--- config.mk ---
export PLATFORM = sky130hd
export DESIGN_NAME = axi_traffic_gen
export DESIGN_NICKNAME = d
export VERILOG_FILES = /design/src/rtl/axi_traffic_gen_pkg.sv /design/src/rtl/tg_addr_seq.sv /design/src/rtl/axi_traffic_gen.sv
export SDC_FILE = /design/constraint.sdc
export NUM_CORES = 1
export LEC_CHECK = 0
export CORE_MARGIN = 2
export CORE_UTILIZATION = 43
export DETAILED_ROUTE_END_ITERATION = 8
export PLACE_DENSITY = 0.75
export SYNTH_ARGS = -nofsm -noshare
export SYNTH_HDL_FRONTEND = slang
export SYNTH_SLANG_ARGS = --single-unit
--- constraint.sdc ---
create_clock -name aclk -period 11.2 [get_ports aclk]
set_clock_uncertainty 0.15 [all_clocks]
set_input_delay 2.24 -clock aclk [delete_from_list [all_inputs] [get_ports aclk]]
set_output_delay 2.24 -clock aclk [all_outputs]
set_load 0.02 [all_outputs]
--- src/rtl/axi_traffic_gen_pkg.sv ---
// Shared definitions for the mesh traffic generator: AXI field widths,
// burst encodings and the generator state type.
package axi_traffic_gen_pkg;

    localparam int ID_W   = 5;
    localparam int ADDR_W = 16;
    localparam int LEN_W  = 8;
    localparam int DATA_W = 8;

    localparam logic [1:0] BURST_INCR = 2'b01;
    localparam logic [2:0] SIZE_1B    = 3'b000;

    typedef enum logic [1:0] {
        ST_IDLE,
        ST_WR,
        ST_RD,
        ST_DONE
    } gen_state_t;

    // The same pattern is written and later expected back, so both streams share it.
    function automatic logic [DATA_W-1:0] beat_data(input logic [ADDR_W-1:0] addr,
                                                    input logic [DATA_W-1:0] seed);
        return addr[DATA_W-1:0] ^ seed;
    endfunction

endpackage

--- src/rtl/tg_addr_seq.sv ---
// Burst/beat address walker: yields the next burst start address and, per beat,
// the last-beat flag and the data pattern for that beat.
module tg_addr_seq
    import axi_traffic_gen_pkg::*;
#(
    parameter logic [ADDR_W-1:0] BASE_ADDR = 16'h0000,
    parameter int                BURST_LEN = 3,
    parameter logic [DATA_W-1:0] SEED      = 8'hA5
) (
    input  logic              clk,
    input  logic              rst,
    input  logic              clear,
    input  logic              burst_step,
    input  logic              beat_step,
    output logic [ADDR_W-1:0] burst_addr,
    output logic              beat_last,
    output logic [DATA_W-1:0] exp_data
);

    localparam logic [ADDR_W-1:0] STEP     = ADDR_W'(BURST_LEN + 1);
    localparam logic [LEN_W-1:0]  LAST_IDX = LEN_W'(BURST_LEN);

    logic [ADDR_W-1:0] beat_addr;
    logic [LEN_W-1:0]  beat_idx;

    // Bursts are contiguous, so the beat address simply runs on by one across bursts.
    always_ff @(posedge clk or posedge rst) begin
        if (rst) begin
            burst_addr <= BASE_ADDR;
            beat_addr  <= BASE_ADDR;
            beat_idx   <= '0;
        end else if (clear) begin
            burst_addr <= BASE_ADDR;
            beat_addr  <= BASE_ADDR;
            beat_idx   <= '0;
        end else begin
            if (burst_step)
                burst_addr <= burst_addr + STEP;
            if (beat_step) begin
                beat_addr <= beat_addr + 16'd1;
                beat_idx  <= beat_last ? '0 : beat_idx + 8'd1;
            end
        end
    end

    assign beat_last = (beat_idx == LAST_IDX);
    assign exp_data  = beat_data(beat_addr, SEED);

endmodule

--- src/rtl/axi_traffic_gen.sv ---
// AXI4 master traffic generator: writes NUM_TXN INCR bursts, reads them back,
// and counts read-data/protocol mismatches plus total busy cycles.
module axi_traffic_gen
    import axi_traffic_gen_pkg::*;
#(
    parameter int                MASTER_ID       = 0,
    parameter logic [ADDR_W-1:0] BASE_ADDR       = 16'h0000,
    parameter int                BURST_LEN       = 3,
    parameter int                NUM_TXN         = 8,
    parameter int                MAX_OUTSTANDING = 4,
    parameter logic [DATA_W-1:0] SEED            = 8'hA5
) (
    input  logic              aclk,
    input  logic              areset,
    input  logic              start,
    output logic              busy,
    output logic              done,
    output logic [15:0]       err_cnt,
    output logic [31:0]       cycle_cnt,
    output logic              awvalid,
    input  logic              awready,
    output logic [ID_W-1:0]   awid,
    output logic [ADDR_W-1:0] awaddr,
    output logic [LEN_W-1:0]  awlen,
    output logic [2:0]        awsize,
    output logic [1:0]        awburst,
    output logic              wvalid,
    input  logic              wready,
    output logic [DATA_W-1:0] wdata,
    output logic              wstrb,
    output logic              wlast,
    input  logic              bvalid,
    input  logic [ID_W-1:0]   bid,
    output logic              bready,
    output logic              arvalid,
    input  logic              arready,
    output logic [ID_W-1:0]   arid,
    output logic [ADDR_W-1:0] araddr,
    output logic [LEN_W-1:0]  arlen,
    output logic [2:0]        arsize,
    output logic [1:0]        arburst,
    input  logic              rvalid,
    input  logic [ID_W-1:0]   rid,
    input  logic [DATA_W-1:0] rdata,
    input  logic              rlast,
    output logic              rready
);

    localparam logic [ID_W-1:0]  ID      = ID_W'(MASTER_ID);
    localparam logic [7:0]       TXN     = 8'(NUM_TXN);
    localparam logic [3:0]       MAX_OUT = 4'(MAX_OUTSTANDING);
    localparam logic [LEN_W-1:0] LEN     = LEN_W'(BURST_LEN);

    gen_state_t state, state_next;

    logic [7:0]  aw_count, w_burst_count, b_count, ar_count, rl_count;
    logic [3:0]  outstanding;
    logic        start_accept, issue_ok;
    logic        aw_fire, w_fire, b_fire, ar_fire, r_fire;
    logic        out_inc, out_dec;
    logic [1:0]  err_add;
    logic [16:0] err_sum;
    logic        rd_beat_last;
    logic [DATA_W-1:0] rd_exp;

    always_ff @(posedge aclk or posedge areset) begin
        if (areset)
            state <= ST_IDLE;
        else
            state <= state_next;
    end

    always_comb begin
        state_next = state;
        busy       = 1'b0;
        done       = 1'b0;
        awvalid    = 1'b0;
        wvalid     = 1'b0;
        arvalid    = 1'b0;
        bready     = 1'b0;
        rready     = 1'b0;
        issue_ok   = (outstanding < MAX_OUT);
        case (state)
            ST_IDLE: begin
                if (start)
                    state_next = ST_WR;
            end
            ST_WR: begin
                busy    = 1'b1;
                bready  = 1'b1;
                rready  = 1'b1;
                awvalid = (aw_count < TXN) && issue_ok;
                // A burst's W beats may only start once its AW has been accepted.
                wvalid  = (w_burst_count < aw_count);
                if (b_count == TXN)
                    state_next = ST_RD;
            end
            ST_RD: begin
                busy    = 1'b1;
                bready  = 1'b1;
                rready  = 1'b1;
                arvalid = (ar_count < TXN) && issue_ok;
                if (rl_count == TXN)
                    state_next = ST_DONE;
            end
            ST_DONE: begin
                done = 1'b1;
                if (start)
                    state_next = ST_WR;
            end
            default: state_next = ST_IDLE;
        endcase
    end

    assign start_accept = start && ((state == ST_IDLE) || (state == ST_DONE));
    assign aw_fire      = awvalid && awready;
    assign w_fire       = wvalid && wready;
    assign b_fire       = bvalid && bready && (state == ST_WR);
    assign ar_fire      = arvalid && arready;
    assign r_fire       = rvalid && rready && (state == ST_RD);
    assign out_inc      = aw_fire || ar_fire;
    assign out_dec      = b_fire || (r_fire && rlast);

    always_comb begin
        err_add = 2'd0;
        if (b_fire && (bid != ID))
            err_add = 2'd1;
        if (r_fire)
            err_add = 2'(rid != ID) + 2'(rdata != rd_exp) + 2'(rlast != rd_beat_last);
    end

    assign err_sum = {1'b0, err_cnt} + 17'(err_add);

    always_ff @(posedge aclk or posedge areset) begin
        if (areset) begin
            aw_count      <= '0;
            w_burst_count <= '0;
            b_count       <= '0;
            ar_count      <= '0;
            rl_count      <= '0;
            outstanding   <= '0;
            err_cnt       <= '0;
            cycle_cnt     <= '0;
        end else if (start_accept) begin
            aw_count      <= '0;
            w_burst_count <= '0;
            b_count       <= '0;
            ar_count      <= '0;
            rl_count      <= '0;
            outstanding   <= '0;
            err_cnt       <= '0;
            cycle_cnt     <= '0;
        end else begin
            if (aw_fire)
                aw_count <= aw_count + 8'd1;
            if (w_fire && wlast)
                w_burst_count <= w_burst_count + 8'd1;
            if (b_fire)
                b_count <= b_count + 8'd1;
            if (ar_fire)
                ar_count <= ar_count + 8'd1;
            if (r_fire && rlast)
                rl_count <= rl_count + 8'd1;
            if ((state == ST_WR) && (state_next == ST_RD))
                outstanding <= '0;
            else if (out_inc && !out_dec)
                outstanding <= outstanding + 4'd1;
            else if (out_dec && !out_inc)
                outstanding <= outstanding - 4'd1;
            err_cnt <= err_sum[16] ? 16'hFFFF : err_sum[15:0];
            if (busy && (cycle_cnt != 32'hFFFF_FFFF))
                cycle_cnt <= cycle_cnt + 32'd1;
        end
    end

    tg_addr_seq #(
        .BASE_ADDR (BASE_ADDR),
        .BURST_LEN (BURST_LEN),
        .SEED      (SEED)
    ) u_wr_seq (
        .clk        (aclk),
        .rst        (areset),
        .clear      (start_accept),
        .burst_step (aw_fire),
        .beat_step  (w_fire),
        .burst_addr (awaddr),
        .beat_last  (wlast),
        .exp_data   (wdata)
    );

    tg_addr_seq #(
        .BASE_ADDR (BASE_ADDR),
        .BURST_LEN (BURST_LEN),
        .SEED      (SEED)
    ) u_rd_seq (
        .clk        (aclk),
        .rst        (areset),
        .clear      (start_accept),
        .burst_step (ar_fire),
        .beat_step  (r_fire),
        .burst_addr (araddr),
        .beat_last  (rd_beat_last),
        .exp_data   (rd_exp)
    );

    assign awid    = ID;
    assign awlen   = LEN;
    assign awsize  = SIZE_1B;
    assign awburst = BURST_INCR;
    assign wstrb   = 1'b1;
    assign arid    = ID;
    assign arlen   = LEN;
    assign arsize  = SIZE_1B;
    assign arburst = BURST_INCR;

endmodule

Yosys cells after proc, flatten, opt, wreduce, memory -nomap -nowiden

Cells that the tools add are included.

Output and inout port bits: 133
Flip-flop bits (word level): 174
Bits of input ports: 27

Reduce and logical (&&, ||, !) cells: 36
Order comparisons: 4
Bitwise operators: 2
Eq/ne operators: 11
Add/subtract/negate cells: 17
Mux-type cells: 43

Operators with widths:

| kind                                                | number |
|---|---|
| 2-to-1 mux 16 bit                                   | 10 |
| 2-to-1 mux 8 bit                                    | 16 |
| 2-to-1 mux 32 bit                                   | 2 |
| adder 8 x 1 -> 8 bit, second input constant         | 7 |
| adder 16 x 1 -> 16 bit, second input constant       | 2 |
| adder 16 x 3 -> 16 bit, second input constant       | 2 |
| adder 32 x 1 -> 32 bit, second input constant       | 1 |
| inequality test 32 bit, second input constant       | 1 |
| adder 16 x 2 -> 17 bit                              | 1 |
| logical AND 1 bit                                   | 17 |
| equality test 8 x 2 -> 1 bit, second input constant | 2 |
| equality test 8 x 4 -> 1 bit, second input constant | 2 |
| < comparator 8 x 4 -> 1 bit, second input constant  | 2 |
| 2-to-1 mux 4 bit                                    | 4 |
| nonzero test 2 bit                                  | 8 |
| nonzero test 5 bit                                  | 2 |
| < comparator 8 bit                                  | 1 |
| 2-to-1 mux 2 bit                                    | 4 |
| inequality test 8 bit                               | 1 |
| NOT 4 bit                                           | 2 |
| equality test 2 bit, second input constant          | 3 |
| 2-to-1 mux 1 bit                                    | 6 |
| case mux 2 bit (3 select lines)                     | 1 |
| adder 4 x 1 -> 4 bit, second input constant         | 1 |
| other kinds (11)                                    | 15 |

Longest topological paths before layout

Gate-level depths: netlist of the first run.

Word-level depth: 12
Depth in mapped cells: 16

Modules after synthesis

From an unflattened synthesis of the first run, not the netlist that was laid out.

Cell total of the unflattened synthesis: 919
Area, all modules: 8784.7 um^2

By module, submodules not included:

| module          | cells an instance | instances | sequential area each (um^2) | area an instance (um^2) |
|---|---|---|---|---|
| axi_traffic_gen | 589               | 1         | 2352.3                      | 5576.6 |
| tg_addr_seq     | 165               | 2         | 750.7                       | 1604.0 |

Worst setup path before layout of the first run

No wires, ideal clock.

Kind: input port to flip-flop
From: in rid[0]
To: reg err_cnt[1]
Data arrival time: 5.365 ns
Stages: 12
Setup time: 0.078 ns
Slack: 5.607 ns
Path through: or4_1 > nor2_1 > fa_1 > o21ai_0 > ha_1 > inv_1 > fa_1 > nor2b_1 > nand4_1 > or4_1 > clkbuf_1 > a21oi_1

Longest elaborated chain between the ends: 7

Ends and longest elaborated chain:

| item                   | RTL line               | source |
|---|---|---|
| from (decl)            | axi_traffic_gen.sv:43  | `input logic [ID_W-1:0] rid,` |
| nonzero test 5 bit     | axi_traffic_gen.sv:129 | `err_add = 2'(rid != ID) + 2'(rdata != rd_exp) + 2'(rlast != rd_beat_last);` |
| adder 1 x 1 -> 2 bit   | axi_traffic_gen.sv:129 |  |
| adder 2 x 1 -> 2 bit   | axi_traffic_gen.sv:129 |  |
| 2-to-1 mux 2 bit       | axi_traffic_gen.sv:128 | `if (r_fire)` |
| adder 16 x 2 -> 17 bit | axi_traffic_gen.sv:132 | `assign err_sum = {1'b0, err_cnt} + 17'(err_add);` |
| 2-to-1 mux 16 bit      | axi_traffic_gen.sv:170 | `err_cnt <= err_sum[16] ? 16'hFFFF : err_sum[15:0];` |
| 2-to-1 mux 16 bit      | axi_traffic_gen.sv:144 | `end else if (start_accept) begin` |
| to (signal assigned)   | axi_traffic_gen.sv:170 |  |
| to (decl)              | axi_traffic_gen.sv:18  | `output logic [15:0] err_cnt,` |

No other way between the ends.
A chain may end at the register's enable or synchronous reset.

Final worst setup path of the first run

From: in rid[0]
To: reg err_cnt[13]

Same word-level chain as after synthesis.

==> out/metrics.cfg, run 1 <==
[status]
outcome=finished clean

[yosys]
syn_avg_cell_area_um2=9.27
ys_seq_elements=154
yosysSeqAreaShare_pct=45.6
yosys_warnings=0
ys_async_sr_fraction_pct=100
ys_types=56
syn_area_um2=8450
synth_cells=911
ys.flop_type=dfrtp_1
synth_top_area_share_pct=45.6
yosys.area.top_type=dfrtp_1
synth-edff-count=0
synth_area_leaders=dfrtp_1 (46%), xor2_1 (6.2%), nor2_1 (5.4%)

[place]
placedCellCount=1260
hpwlAfterDp_mm=11.9
io_buffer_count=118
place.gp.congestion=0.815

[clocking]
clk_pin_slew_ns=0.07
cts_setup_buffers=0
clockBufferDepth=2
cts_tree=built
clock_latency_ns=0.42
htreeDepth=4
holdBufCountCts=0
cts_resized=0
cts-root-buf=clkbuf_16
numCtsBuffers=17
cts_sinks=154

[global_routing]
grt_first_pass_wirelength_mm=29.5
gr-total-overflow=0
grt_pass1_vias=6303
grt_max_degree=82
antenna_found_initial=0
grt_usage_pct=17.4

[pwr]
power.density_nw_per_um2=174
p_comb_share_pct=29.8
seqPwrFrac_pct=36.2
ir_drop_mv=0.119
p_switching_uw=648
p_clk_share_pct=34.0
p_int_mw=1.15
p_sw_share_pct=36.1
p_leak_nw=4.46

[detailed_routing]
dr_total_vias=6594
detailedRoute.firstPassIterationCount=5
wire_per_inst_um=13.6
routed_wl_mm=17.5
post_drt_via_cell_ratio=5.10
ant_nets=0
drc=0
drtIter0Drc=276

[timing]
min_period_ns=6.16
tightestPinTransition_ns=0.922
rsz0062_at_grt=no
slew_violations=0
fmax_mhz=162
slew_headroom_pct=38.5
setup_viol=0
hold_violations=0
setup_tns_ns=0
period_share_pct=55.0

[die]
initial_core_util_pct=43.6
pin_count=160
coreArea_um2=19400
dieArea_um2=20800
num_rows=51
die_y_um=144
die_x_um=144

[critical_path]
required_ns=11.38
worstPathArrival_ns=6.34
cp-endpoint=err_cnt[13]
regToRegStartpoint=u_rd_seq.beat_idx[4]
cp-start-kind=input port
path_class=input port to register
r2r_slack_ns=6.29
end_kind=register
r2r-end=err_cnt[13]
rr_worst_depth=13
crit_fanout=12
cp-startpoint=rid[0]

[finish]
layout_common_cells=dfrtp_1 (154), nor2_1 (120), clkdlybuf4s50_1 (118)
drive_above_1_share_pct=4.67
n_antenna_cell=0
layout_commonest_cell=dfrtp_1
syn2layout_area_growth_pct=22.0
fillCellCount=1766
instances_no_fill=1292
nets=1073
multi_input_area_um2=4140
final-seq-area_um2=3850

[min_path]
holdCritPathClass=register to register

[run]
cap_violations=0

cells by family after synthesis:
logic type                 Yosys count  share of synthesized area [%]
and+or+nand+nor                    392                           23.7
muxes                                3                          0.355
DFF                                154                           45.6
AOI/OAI and AO/OA                  114                           7.72
adders and majority gates           32                           5.01
xor gates and xnor gates            99                           10.3
other                                2                         0.0889
buffers and inverters              115                           7.26
worst max-delay path: stages:
cell and delay [ns]:
clkdlybuf4s50_1 0.39, or4_1 0.51, nor2_1 0.17, fa_1 0.41, o21ai_0 0.25, ha_1 0.22
inv_1 0.05, fa_1 0.40, nor2b_1 0.22, nand4_1 0.27, or4_1 0.80, and4b_1 0.28
nor3_1 0.12
metal layers:
metal / GRT usage [%] / vias to the layer above / share of wire [%]
met2: 28.3 / 161 / 47
met5: 0 / - / 0
met1: 23.6 / 3173 / 47
li1: - / 3241 / -
met3: 3.51 / 19 / 4.4
met4: 5.21 / 0 / 1.3
final cells by class:
cell class	instances	share of cell area, %
clock buffers	17	4.13
clock inverters	15	1.99
inverters	39	1.47
multi-input cells	681	40.1
flip-flops and latches	154	37.4
well taps	265	3.22
repair buffers	121	11.7
cells in the mapped netlist, drive strengths merged (2+ instances only):
library cell and instances:
a21oi 46, nand2b 3, o21a 3, a31oi 6
conb 2, buf 52, nor2b 3, or3 19
nand4 36, or3b 2, nor4 7, mux2i 3
or4 9, inv 39, nand2 72, nor4b 2
nand3b 2, a31o 2, xnor2 39, o211ai 3
and2 14, xor2 60, and3 23, a21o 3
a41oi 3, and4 7, dfrtp 154, and4b 3
clkbuf 24, a211oi 3, ha 29, nor2 121
nor3 17, o31ai 4, o21ai 39, fa 3
nand3 47
flip-flops by register name, indices dropped and copies added, names as in the netlist:
register             flops
state                    2
cycle_cnt               32
err_cnt                 16
aw_count                 8
u_rd_seq.beat_idx        8
u_rd_seq.beat_addr       8
w_burst_count            8
u_wr_seq.beat_addr       8
u_rd_seq.burst_addr     14
u_wr_seq.beat_idx        8
b_count                  8
outstanding              4
ar_count                 8
rl_count                 8
u_wr_seq.burst_addr     14
power groups by stage:
| stage | clock, mW | combinational (mW) | sequential [mW] |
|---|---|---|---|
| global placement | 0 | 0.527 | 0.659 |
| CTS | 0.627 | 0.540 | 0.650 |
| global route | 0.647 | 0.597 | 0.659 |
| detailed placement | 0 | 0.539 | 0.660 |
| finish | 0.610 | 0.534 | 0.650 |
| floorplan | 0 | 0.381 | 0.665 |
worst min-delay path by stage:
stage | startpoint | cells after the start | end
detailed placement | ar_count[5] | 1 | ar_count[5]
CTS | ar_count[5] | 1 | ar_count[5]
global placement | ar_count[4] | 1 | ar_count[4]
finish | ar_count[5] | 1 | ar_count[5]
global route | ar_count[5] | 1 | ar_count[5]
floorplan | ar_count[5] | 1 | ar_count[5]
stage by stage:
step,util (%),setup slack [ns],power [mW],hold WS (ns),cell area (um2)
4_1_cts,53.1,5.08,1.82,0.341,10300
2_1_floorplan,-,4.66,1.05,0.304,8590
5_1_grt,53.1,4.86,1.90,0.363,10300
6_report,53.1,5.04,1.79,0.339,10300
3_3_place_gp,49.9,4.67,1.19,0.320,9680
3_5_place_dp,49.9,4.60,1.20,0.321,9680
Power figures use the tool's default switching activity.
==> run 2, diff against run 1 <==
Clock period 11.2 ns to 5.88 ns, I/O delays scaled along.
==> run 2 against run 1 <==
Against the previous run:
- sequential cell count unchanged
- cell count increased by 0.15%
- clock power grew 100%
- hold slack barely moved
- combinational power up 95%
- final area rose by 0.50%
- power up 95%
- die area did not move
- register-to-register slack got worse by 5.2 ns
- largest cell class unchanged
==> out/metrics.cfg, run 2 (synthesis gave the netlist of run 1 again) <==
[status]
outcome=finished clean

[die]
die_x_um=144
die_y_um=144
coreArea_um2=19400
dieArea_um2=20800
pin_count=160
initial_core_util_pct=43.6
num_rows=51

[place]
place.gp.congestion=0.837
hpwlAfterDp_mm=12.0
io_buffer_count=118
placed_area_um2=9700

[clocking]
cts-root-buf=clkbuf_16
clockBufferDepth=2
htreeDepth=4
clk_pin_slew_ns=0.07
cts_resized=0
cts_setup_buffers=0
cts_sinks=154
clock_latency_ns=0.43
cts_tree=built
numCtsBuffers=17
holdBufCountCts=0

[critical_path]
crit_buf_inv=3
r2r_slack_ns=1.12
required_ns=6.08
crit_fanout=8
worstPathArrival_ns=5.10
cp-start-kind=input port
path_class=input port to register
critical_path.cell_chain=clkdlybuf4s50_1 -> or4_1 -> nor2_1 -> fa_1 -> o21ai_0 -> ha_1 -> inv_1 -> fa_1 -> nor2b_1 -> nand4_1 -> or4_1 -> buf_4 -> a21oi_1
crit_slowest_cell=or4_1
end_kind=register
critPathTopFamily=simple AND/OR/NAND/NOR gates
cpPeakStageDelay_ns=0.67

[finish]
fin_util_pct=53.4
stdcell_area_um2=10400
drive_above_1_share_pct=4.86
layout_commonest_cell=dfrtp_1
reg.largest.list=cycle_cnt x32, err_cnt x16
largest_register_ffs=32
n_antenna_cell=0
regMostFlops=cycle_cnt
nets=1075
fillCellCount=1735
layout_common_cells=dfrtp_1 (154), nor2_1 (120), clkdlybuf4s50_1 (118)
syn2layout_area_growth_pct=22.6

[global_routing]
grt_usage_pct=17.9
antenna_found_initial=0
grt_max_degree=98
grt_pass1_vias=6318
gr-total-overflow=0
grt_first_pass_wirelength_mm=30.1

[detailed_routing]
routed_wl_mm=17.8
dr_total_vias=6622
ant_nets=0
wire_per_inst_um=13.8
post_drt_via_cell_ratio=5.12
drc=0
drtIter0Drc=389
detailedRoute.firstPassIterationCount=5

[pwr]
power.density_nw_per_um2=337
power_mw=3.49
p_leak_nw=4.49
ir_drop_mv=0.233

[timing]
setup_tns_ns=0
hold_slack_ns=0.339
setup_viol=0
slew_headroom_pct=46.2
fmax_mhz=204
hold_violations=0
period_share_pct=83.2
slew_violations=0
rsz0062_at_grt=no
tightestPinTransition_ns=0.805
min_period_ns=4.89

[min_path]
holdCritPathClass=register to register

[run]
cap_violations=0

-- run 2: stage by stage --
| step | instances | worst slack (ns) |
|---|---|---|
| finish | 1294 | 0.986 |
| global route | 1294 | 0.688 |
| CTS | 1294 | 0.980 |
| detailed placement | 1262 | 0.550 |
| global placement | 1262 | 0.609 |
| floorplan | 950 | 0.404 |
-- run 2: report_power, final --
group,total [mW],internal [mW],switching (mW)
registers,1.24,1.14,0.0931
logic,1.04,0.365,0.673
clock network,1.22,0.729,0.489
-- run 2: final cells by class --
cell class / count / area [um2] / area share [%]
clock buffer: 17 / 425 / 4.11
clock inverter: 15 / 229 / 2.21
inverter: 39 / 151 / 1.46
multi-input combinational: 681 / 4140 / 39.9
sequential: 154 / 3850 / 37.2
tap: 265 / 332 / 3.20
timing repair buffer: 123 / 1230 / 11.9
-- run 2: path summary, 6_finish.rpt --
| check | cells after the start | startpoint | endpoint |
|---|---|---|---|
| worst max-delay path | 13 | rid[0] | err_cnt[1] |
| worst min register to register | 1 | ar_count[6] | ar_count[6] |
| min in group asynchronous | 2 | areset | cycle_cnt[28] |
| worst max register to register | 13 | u_rd_seq.beat_idx[4] | err_cnt[1] |
| worst min-delay path | 1 | ar_count[6] | ar_count[6] |
| max in group asynchronous | 3 | areset | aw_count[4] |
-- run 2: layer usage --
metal | global-route usage, % | wire (um) | vias up
met4 | 6.29 | 219 | 0
met3 | 3.94 | 874 | 12
met5 | 0 | 0 | -
li1 | - | - | 3243
met1 | 24.7 | 8420 | 3202
met2 | 28.1 | 8330 | 165
